[src/rtl/mc_control_pkg.sv]
// Shared definitions for the multi-cycle controller: FSM state encoding,
// RV32I base opcodes and the encodings of the datapath control fields.
package mc_control_pkg;

  // FSM states
  typedef enum logic [2:0] {
    ST_FETCH  = 3'd0,
    ST_DECODE = 3'd1,
    ST_EXEC   = 3'd2,
    ST_MEM    = 3'd3,
    ST_WB     = 3'd4,
    ST_TRAP   = 3'd5
  } state_e;

  // Plain constants of the same values for legacy-style state registers
  localparam logic [2:0] FETCH  = 3'd0;
  localparam logic [2:0] DECODE = 3'd1;
  localparam logic [2:0] EXEC   = 3'd2;
  localparam logic [2:0] MEM    = 3'd3;
  localparam logic [2:0] WB     = 3'd4;
  localparam logic [2:0] TRAP   = 3'd5;

  // Supported opcodes (inst[6:0])
  localparam logic [6:0] OP_R      = 7'b0110011;
  localparam logic [6:0] OP_IMM    = 7'b0010011;
  localparam logic [6:0] OP_LOAD   = 7'b0000011;
  localparam logic [6:0] OP_STORE  = 7'b0100011;
  localparam logic [6:0] OP_BRANCH = 7'b1100011;
  localparam logic [6:0] OP_JAL    = 7'b1101111;
  localparam logic [6:0] OP_JALR   = 7'b1100111;
  localparam logic [6:0] OP_LUI    = 7'b0110111;
  localparam logic [6:0] OP_AUIPC  = 7'b0010111;

  // Next-PC source
  localparam logic [1:0] NPC_PC4    = 2'b00;
  localparam logic [1:0] NPC_PCIMM  = 2'b01;
  localparam logic [1:0] NPC_RS1IMM = 2'b10;

  // Immediate format
  localparam logic [2:0] SEXT_I = 3'd0;
  localparam logic [2:0] SEXT_S = 3'd1;
  localparam logic [2:0] SEXT_B = 3'd2;
  localparam logic [2:0] SEXT_J = 3'd3;
  localparam logic [2:0] SEXT_U = 3'd4;

  // Register-file write-data source
  localparam logic [2:0] WD_ALU   = 3'b000;
  localparam logic [2:0] WD_PC4   = 3'b001;
  localparam logic [2:0] WD_LOAD  = 3'b010;
  localparam logic [2:0] WD_IMM   = 3'b011;
  localparam logic [2:0] WD_PCIMM = 3'b100;

  // ALU operations; branches use SUB for equality, SLT/SLTU for ordering
  localparam logic [5:0] ALU_ADD  = 6'd0;
  localparam logic [5:0] ALU_SUB  = 6'd1;
  localparam logic [5:0] ALU_SLL  = 6'd2;
  localparam logic [5:0] ALU_SLT  = 6'd3;
  localparam logic [5:0] ALU_SLTU = 6'd4;
  localparam logic [5:0] ALU_XOR  = 6'd5;
  localparam logic [5:0] ALU_SRL  = 6'd6;
  localparam logic [5:0] ALU_SRA  = 6'd7;
  localparam logic [5:0] ALU_OR   = 6'd8;
  localparam logic [5:0] ALU_AND  = 6'd9;

  // Branch condition from funct3 and the ALU compare flags. The unsigned
  // variants reuse lt because the ALU was told to do an unsigned compare.
  function automatic logic branch_taken(input logic [2:0] funct3,
                                        input logic       lt,
                                        input logic       eq);
    logic taken;
    case (funct3)
      3'b000:  taken = eq;
      3'b001:  taken = ~eq;
      3'b100:  taken = lt;
      3'b101:  taken = ~lt;
      3'b110:  taken = lt;
      3'b111:  taken = ~lt;
      default: taken = 1'b0;
    endcase
    return taken;
  endfunction

endpackage

[src/rtl/mc_control_decode.sv]
// Combinational instruction decode: maps opcode, funct3 and inst[30] onto
// the datapath control fields plus a few class flags used by the FSM.
module mc_decode
  import mc_control_pkg::*;
(
  input  logic [31:0] inst,
  output logic [1:0]  npc_op,
  output logic [2:0]  sext_op,
  output logic [2:0]  wd_sel,
  output logic        alub_sel,
  output logic [5:0]  alu_op,
  output logic [1:0]  mask_op,
  output logic        sign,
  output logic        is_load,
  output logic        is_store,
  output logic        is_branch,
  output logic        legal
);

  logic [6:0] opcode;
  logic [2:0] funct3;
  logic       alt;

  assign opcode = inst[6:0];
  assign funct3 = inst[14:12];
  assign alt    = inst[30];

  // Arithmetic/logic op from funct3; alt_en selects SUB/SRA variants
  function automatic logic [5:0] arith_op(input logic [2:0] f3,
                                          input logic       alt_en);
    logic [5:0] op;
    case (f3)
      3'b000:  op = alt_en ? ALU_SUB : ALU_ADD;
      3'b001:  op = ALU_SLL;
      3'b010:  op = ALU_SLT;
      3'b011:  op = ALU_SLTU;
      3'b100:  op = ALU_XOR;
      3'b101:  op = alt_en ? ALU_SRA : ALU_SRL;
      3'b110:  op = ALU_OR;
      default: op = ALU_AND;
    endcase
    return op;
  endfunction

  // Per-opcode field selection; unknown opcodes flag illegal
  always_comb begin
    npc_op    = NPC_PC4;
    sext_op   = SEXT_I;
    wd_sel    = WD_ALU;
    alub_sel  = 1'b0;
    alu_op    = ALU_ADD;
    mask_op   = funct3[1:0];
    sign      = ~((funct3 == 3'b100) || (funct3 == 3'b101));
    is_load   = 1'b0;
    is_store  = 1'b0;
    is_branch = 1'b0;
    legal     = 1'b1;
    case (opcode)
      OP_R: begin
        alu_op = arith_op(funct3, alt);
      end
      OP_IMM: begin
        // inst[30] is immediate data for addi, only meaningful for shifts
        alub_sel = 1'b1;
        alu_op   = arith_op(funct3, alt && (funct3 == 3'b101));
      end
      OP_LOAD: begin
        alub_sel = 1'b1;
        wd_sel   = WD_LOAD;
        is_load  = 1'b1;
      end
      OP_STORE: begin
        sext_op  = SEXT_S;
        alub_sel = 1'b1;
        is_store = 1'b1;
      end
      OP_BRANCH: begin
        sext_op   = SEXT_B;
        is_branch = 1'b1;
        if (funct3[2:1] == 2'b11)
          alu_op = ALU_SLTU;
        else if (funct3[2])
          alu_op = ALU_SLT;
        else
          alu_op = ALU_SUB;
      end
      OP_JAL: begin
        npc_op  = NPC_PCIMM;
        sext_op = SEXT_J;
        wd_sel  = WD_PC4;
      end
      OP_JALR: begin
        npc_op  = NPC_RS1IMM;
        sext_op = SEXT_I;
        wd_sel  = WD_PC4;
      end
      OP_LUI: begin
        sext_op = SEXT_U;
        wd_sel  = WD_IMM;
      end
      OP_AUIPC: begin
        sext_op = SEXT_U;
        wd_sel  = WD_PCIMM;
      end
      default: begin
        legal = 1'b0;
      end
    endcase
  end

endmodule

[src/rtl/mc_control.sv]
// Multi-cycle processor controller: FETCH/DECODE/EXEC/MEM/WB sequencing,
// memory handshakes with an ack timeout, sticky trap and retired count.
module mc_control
  import mc_control_pkg::*;
#(
  parameter int TIMEOUT = 255,
  parameter int CNT_W   = 32
) (
  input  logic             clk_i,
  input  logic             rst_i,
  input  logic [31:0]      inst_i,
  input  logic             lt_i,
  input  logic             eq_i,
  output logic             imem_req_o,
  input  logic             imem_ack_i,
  output logic             dmem_req_o,
  input  logic             dmem_ack_i,
  output logic             ir_we_o,
  output logic             pc_we_o,
  output logic             rf_we_o,
  output logic             dram_we_o,
  output logic [1:0]       npc_op_o,
  output logic [2:0]       sext_op_o,
  output logic [2:0]       wd_sel_o,
  output logic             alub_sel_o,
  output logic [5:0]       alu_op_o,
  output logic [1:0]       mask_op_o,
  output logic             sign_o,
  output logic [2:0]       state_o,
  output logic             trap_o,
  output logic [CNT_W-1:0] instret_o
);

  // Wait counter only has to hold 0..TIMEOUT-1
  localparam int WAIT_W = (TIMEOUT < 2) ? 1 : $clog2(TIMEOUT);
  localparam logic [WAIT_W-1:0] WAIT_LAST = WAIT_W'(TIMEOUT - 1);

  logic [2:0]        state;
  logic [2:0]        state_nxt;
  logic [WAIT_W-1:0] wait_cnt;
  logic              wait_expired;
  logic [CNT_W-1:0]  instret;

  logic [1:0] npc_op;
  logic [2:0] sext_op;
  logic [2:0] wd_sel;
  logic       alub_sel;
  logic [5:0] alu_op;
  logic [1:0] mask_op;
  logic       sign;
  logic       is_load;
  logic       is_store;
  logic       is_branch;
  logic [2:0] br_f3;

  logic [1:0] dec_npc_op;
  logic [2:0] dec_sext_op;
  logic [2:0] dec_wd_sel;
  logic       dec_alub_sel;
  logic [5:0] dec_alu_op;
  logic [1:0] dec_mask_op;
  logic       dec_sign;
  logic       dec_is_load;
  logic       dec_is_store;
  logic       dec_is_branch;
  logic       dec_legal;

  mc_decode u_decode (
    .inst      (inst_i),
    .npc_op    (dec_npc_op),
    .sext_op   (dec_sext_op),
    .wd_sel    (dec_wd_sel),
    .alub_sel  (dec_alub_sel),
    .alu_op    (dec_alu_op),
    .mask_op   (dec_mask_op),
    .sign      (dec_sign),
    .is_load   (dec_is_load),
    .is_store  (dec_is_store),
    .is_branch (dec_is_branch),
    .legal     (dec_legal)
  );

  assign wait_expired = (wait_cnt == WAIT_LAST);

  // Next-state selection; an ack in the last allowed wait cycle still wins
  always_comb begin
    state_nxt = state;
    case (state)
      FETCH: begin
        if (imem_ack_i)
          state_nxt = DECODE;
        else if (wait_expired)
          state_nxt = TRAP;
      end
      DECODE: state_nxt = dec_legal ? EXEC : TRAP;
      EXEC:   state_nxt = (is_load || is_store) ? MEM : WB;
      MEM: begin
        if (dmem_ack_i)
          state_nxt = WB;
        else if (wait_expired)
          state_nxt = TRAP;
      end
      WB:      state_nxt = FETCH;
      TRAP:    state_nxt = TRAP;
      default: state_nxt = TRAP;
    endcase
  end

  // State register and handshake wait counter (cleared on any state change)
  always_ff @(posedge clk_i) begin
    if (rst_i) begin
      state    <= FETCH;
      wait_cnt <= '0;
    end else begin
      state <= state_nxt;
      if (state_nxt != state)
        wait_cnt <= '0;
      else if ((state == FETCH) || (state == MEM))
        wait_cnt <= wait_cnt + WAIT_W'(1);
    end
  end

  // Control fields captured in DECODE; branch target choice resolved in EXEC
  always_ff @(posedge clk_i) begin
    if (rst_i) begin
      npc_op    <= '0;
      sext_op   <= '0;
      wd_sel    <= '0;
      alub_sel  <= 1'b0;
      alu_op    <= '0;
      mask_op   <= '0;
      sign      <= 1'b0;
      is_load   <= 1'b0;
      is_store  <= 1'b0;
      is_branch <= 1'b0;
      br_f3     <= '0;
    end else if (state == DECODE) begin
      npc_op    <= dec_npc_op;
      sext_op   <= dec_sext_op;
      wd_sel    <= dec_wd_sel;
      alub_sel  <= dec_alub_sel;
      alu_op    <= dec_alu_op;
      mask_op   <= dec_mask_op;
      sign      <= dec_sign;
      is_load   <= dec_is_load;
      is_store  <= dec_is_store;
      is_branch <= dec_is_branch;
      br_f3     <= inst_i[14:12];
    end else if ((state == EXEC) && is_branch) begin
      npc_op <= branch_taken(br_f3, lt_i, eq_i) ? NPC_PCIMM : NPC_PC4;
    end
  end

  // Retired-instruction counter, wraps naturally at 2^CNT_W
  always_ff @(posedge clk_i) begin
    if (rst_i)
      instret <= '0;
    else if (state == WB)
      instret <= instret + CNT_W'(1);
  end

  // Strobes and requests decode from state; held low while reset is applied
  assign imem_req_o = ~rst_i && (state == FETCH);
  assign ir_we_o    = ~rst_i && (state == FETCH) && imem_ack_i;
  assign dmem_req_o = ~rst_i && (state == MEM);
  assign dram_we_o  = ~rst_i && (state == MEM) && is_store;
  assign pc_we_o    = ~rst_i && (state == WB);
  assign rf_we_o    = ~rst_i && (state == WB) && ~(is_store || is_branch);

  assign npc_op_o   = npc_op;
  assign sext_op_o  = sext_op;
  assign wd_sel_o   = wd_sel;
  assign alub_sel_o = alub_sel;
  assign alu_op_o   = alu_op;
  assign mask_op_o  = mask_op;
  assign sign_o     = sign;
  assign state_o    = state;
  assign trap_o     = (state == TRAP);
  assign instret_o  = instret;

endmodule

[config.mk]
export PLATFORM = sky130hd
export DESIGN_NAME = mc_control
export DESIGN_NICKNAME = d
export VERILOG_FILES = /design/src/rtl/mc_control_pkg.sv /design/src/rtl/mc_control_decode.sv /design/src/rtl/mc_control.sv
export SDC_FILE = /design/constraint.sdc
export NUM_CORES = 1
export LEC_CHECK = 0
export CORE_UTILIZATION = 51
export CTS_CLUSTER_SIZE = 24
export DETAILED_ROUTE_END_ITERATION = 10
export GPL_TIMING_DRIVEN = 0
export HOLD_SLACK_MARGIN = 0.03
export MAX_ROUTING_LAYER = met4
export PLACE_DENSITY = 0.86
export SETUP_SLACK_MARGIN = 0.5
export SKIP_LAST_GASP = 1
export SLEW_MARGIN = 20
export SYNTH_ARGS = -nofsm -noshare
export SYNTH_HDL_FRONTEND = slang
export SYNTH_SLANG_ARGS = --single-unit
[constraint.sdc]
create_clock -name clk_i -period 6 [get_ports clk_i]
set_clock_uncertainty 0.1 [all_clocks]
set_input_delay 1.5 -clock clk_i [delete_from_list [all_inputs] [get_ports clk_i]]
set_output_delay 1.5 -clock clk_i [all_outputs]
set_load 0.01 [all_outputs]
==> impl_metrics.toml <==
[finish]
drive_gt1_frac = 0.0731
area_growth_pct = 31.1
nets = 515
design_area_um2 = 4210
post-route-util = 0.702
antenna_cells = 0
fillers = 494

[routing]
wl_met3_um = 446
num_vias = 3150
wl_per_cell_um = 14.5
first_pass_iters = 4
avgViaCountPerCell = 5.69
ant_nets = 0
drt_iter0_markers = 194
top_layer = "met4"
dr_wl_met2_um = 3830
met1_length_um = 3640
drc_errors = 0
routed_wl_um = 8030

[floorplan]
io_pins = 98
die_area_um2 = 6620
start_util = 0.536
rows = 28
die_y_um = 81.3
chipWidth_um = 81.3
design.core.area_um2 = 5990

[logic_synthesis]
synth_edf_count = 0
yosysWarnings = 0
synth_cell_types = 61
synthArstFlopShare = 0
avgSynthCellArea_um2 = 8.21
syn_inst = 391
synth-main-ff-cell = "dfxtp_1"
ys_ff_latch = 63
syn_area_um2 = 3210
ys_seq_area_frac = 0.393

[sta]
final.setup.worst_slack_ns = 1.41
setup_violations = 0
hold_viol = 0
period_share = 0.764
fin_tns_setup_ns = 0
tightestPinTransition_ns = 0.621
period_minus_slack_ns = 4.59
fmax_mhz = 218
slew_headroom = 0.582
slew_viol_final = 0
hold-worst-slack_ns = 0.352
rsz0062_at_grt = "no"

[outcome]
status = "complete, no violations"

[place]
post-place-ws_ns = 1.43
place_congestion = 0.886
post-dp-hpwl_um = 5830
place_area_um2 = 4020
numPortBuffers = 71

[clock_tree]
clockBufferDepth = 2
clk_pin_slew_ns = 0.07
post_cts_buffers = 0
ctsHoldBuffers = 0
htree_num_levels = 3
cts-root-buf = "clkbuf_8"
cts.sinks = 63
ctsResizeCount = 0
clk_latency_ns = 0.34
cts_made_buffers = 9
cts_tree = "done"

[grt]
antenna_found_initial = 0
grt.total_usage = 0.260
gr-total-overflow = 0
grt_pass1_wl_um = 12700
grt_pass1_vias = 2787
grt_start_max_net_pins = 12

[worst_setup_path]
critPathKind = "in2out"
critPathCaptureType = "output pin"
critPathMaxFanout = 10
worstPathRequired_ns = 4.40
arrival_ns = 2.99
startpoint_type = "input pin"

[pwr]
ir_drop_v = 0.000159
leakage_nw = 1.40
p_per_area_nw_per_um2 = 215

[flow_run]
drv_cap = 0

[min_path]
hold_class = "reg2reg"
[critical path: stages]
cell and delay [ns]:
clkbuf_1 0.27, clkbuf_8 0.25, clkbuf_1 0.34, nor2_1 0.11
clkdlybuf4s50_1 0.50
[sequential cells by signal (all words and copies together), names as in the netlist, 2 cells and up]
register   flops
wd_sel_o       3
alu_op_o       4
sext_op_o      3
instret_o     32
npc_op_o       2
wait_cnt       8
br_f3          2
state_o        3
[per-stage QoR]
stage               power, mW  std cells
floorplan               0.508        392
global placement        0.551        538
detailed placement      0.554        538
CTS                     0.908        554
global route            0.939        554
finish                  0.903        554
[power by group]
group          internal, mW  switching [mW]  total, mW
clock                 0.190           0.167      0.358
combinational        0.0489          0.0617      0.111
sequential            0.427         0.00836      0.435
[Yosys cell counts, types with 2 or more instances]
| library cell | count | area, µm² |
|---|---|---|
| nor3_1 | 12 | 60.1 |
| and3_1 | 3 | 18.8 |
| and3_2 | 2 | 15.0 |
| nand3_1 | 16 | 80.1 |
| ha_1 | 3 | 37.5 |
| a32oi_1 | 2 | 17.5 |
| or3_1 | 9 | 56.3 |
| o31ai_1 | 5 | 37.5 |
| a22oi_1 | 2 | 15.0 |
| dfxtp_1 | 63 | 1260 |
| clkbuf_1 | 17 | 63.8 |
| a31oi_1 | 7 | 43.8 |
| or4_1 | 6 | 45.0 |
| nand2b_1 | 2 | 12.5 |
| buf_4 | 4 | 30.0 |
| xor2_1 | 10 | 87.6 |
| mux2i_1 | 2 | 20.0 |
| o21ai_0 | 11 | 55.1 |
| a32o_1 | 2 | 20.0 |
| a21oi_1 | 26 | 130 |
| nor2b_1 | 4 | 25.0 |
| nor2_1 | 52 | 195 |
| xnor2_1 | 20 | 175 |
| nor4bb_1 | 2 | 20.0 |
| nand4_1 | 7 | 43.8 |
| nor4_1 | 15 | 93.8 |
| clkbuf_8 | 3 | 41.3 |
| inv_1 | 13 | 48.8 |
| a211oi_1 | 5 | 37.5 |
| nand2_1 | 34 | 128 |
| and2_1 | 2 | 12.5 |
[layer usage]
| metal | vias to the layer above | global-route usage |
|---|---|---|
| met3 | 13 | 0.0483 |
| met2 | 121 | 0.403 |
| met5 | - | - |
| met4 | 0 | 0.102 |
| met1 | 1453 | 0.331 |
| li1 | 1563 | - |
[cell type report]
type	instances	area (µm²)	share of cell area
multi-input combinational	290	1750	0.415
sequential	63	1260	0.300
buffer	26	158	0.0375
clock buffer	10	128	0.0303
tap	75	93.8	0.0223
timing repair buffer	71	711	0.169
clock inverter	6	61.3	0.0146
inverter	13	48.8	0.0116
[cell families after synthesis]
logic type	after synthesis	share of synthesized area
flops	63	0.393
mux	3	0.00974
xor+xnor	30	0.0818
other cells	1	0.00117
buf+inv	39	0.0643
fa+ha+maj	3	0.0117
simple gates	178	0.291
compound gates	74	0.148
[path summary, 6_finish.rpt]
kind	depth (start not counted)	slack, ns	endpoint	from
worst max register to register	7	3.62	instret_o[23]	state_o[0]
worst min register to register	2	0.35	alu_op_o[2]	alu_op_o[2]
worst max-delay path	5	1.41	pc_we_o	rst_i
worst min-delay path	2	0.35	alu_op_o[2]	alu_op_o[2]
[cell usage in the layout, fill, tap and decap left out, drive strengths merged, types with 3 or more instances in the layout]
cell type and instances:
a211oi 5, a21oi 26, a31oi 7, and3 5, buf 5, clkbuf 30
clkdlybuf4s50 72, clkinv 4, dfxtp 63, ha 3, inv 13, nand2 34
nand3 16, nand4 9, nor2 52, nor2b 4, nor3 12, nor4 15
o21ai 11, o31ai 5, or3 9, or4 7, xnor2 20, xor2 10
(Power assumes the default switching activity.)
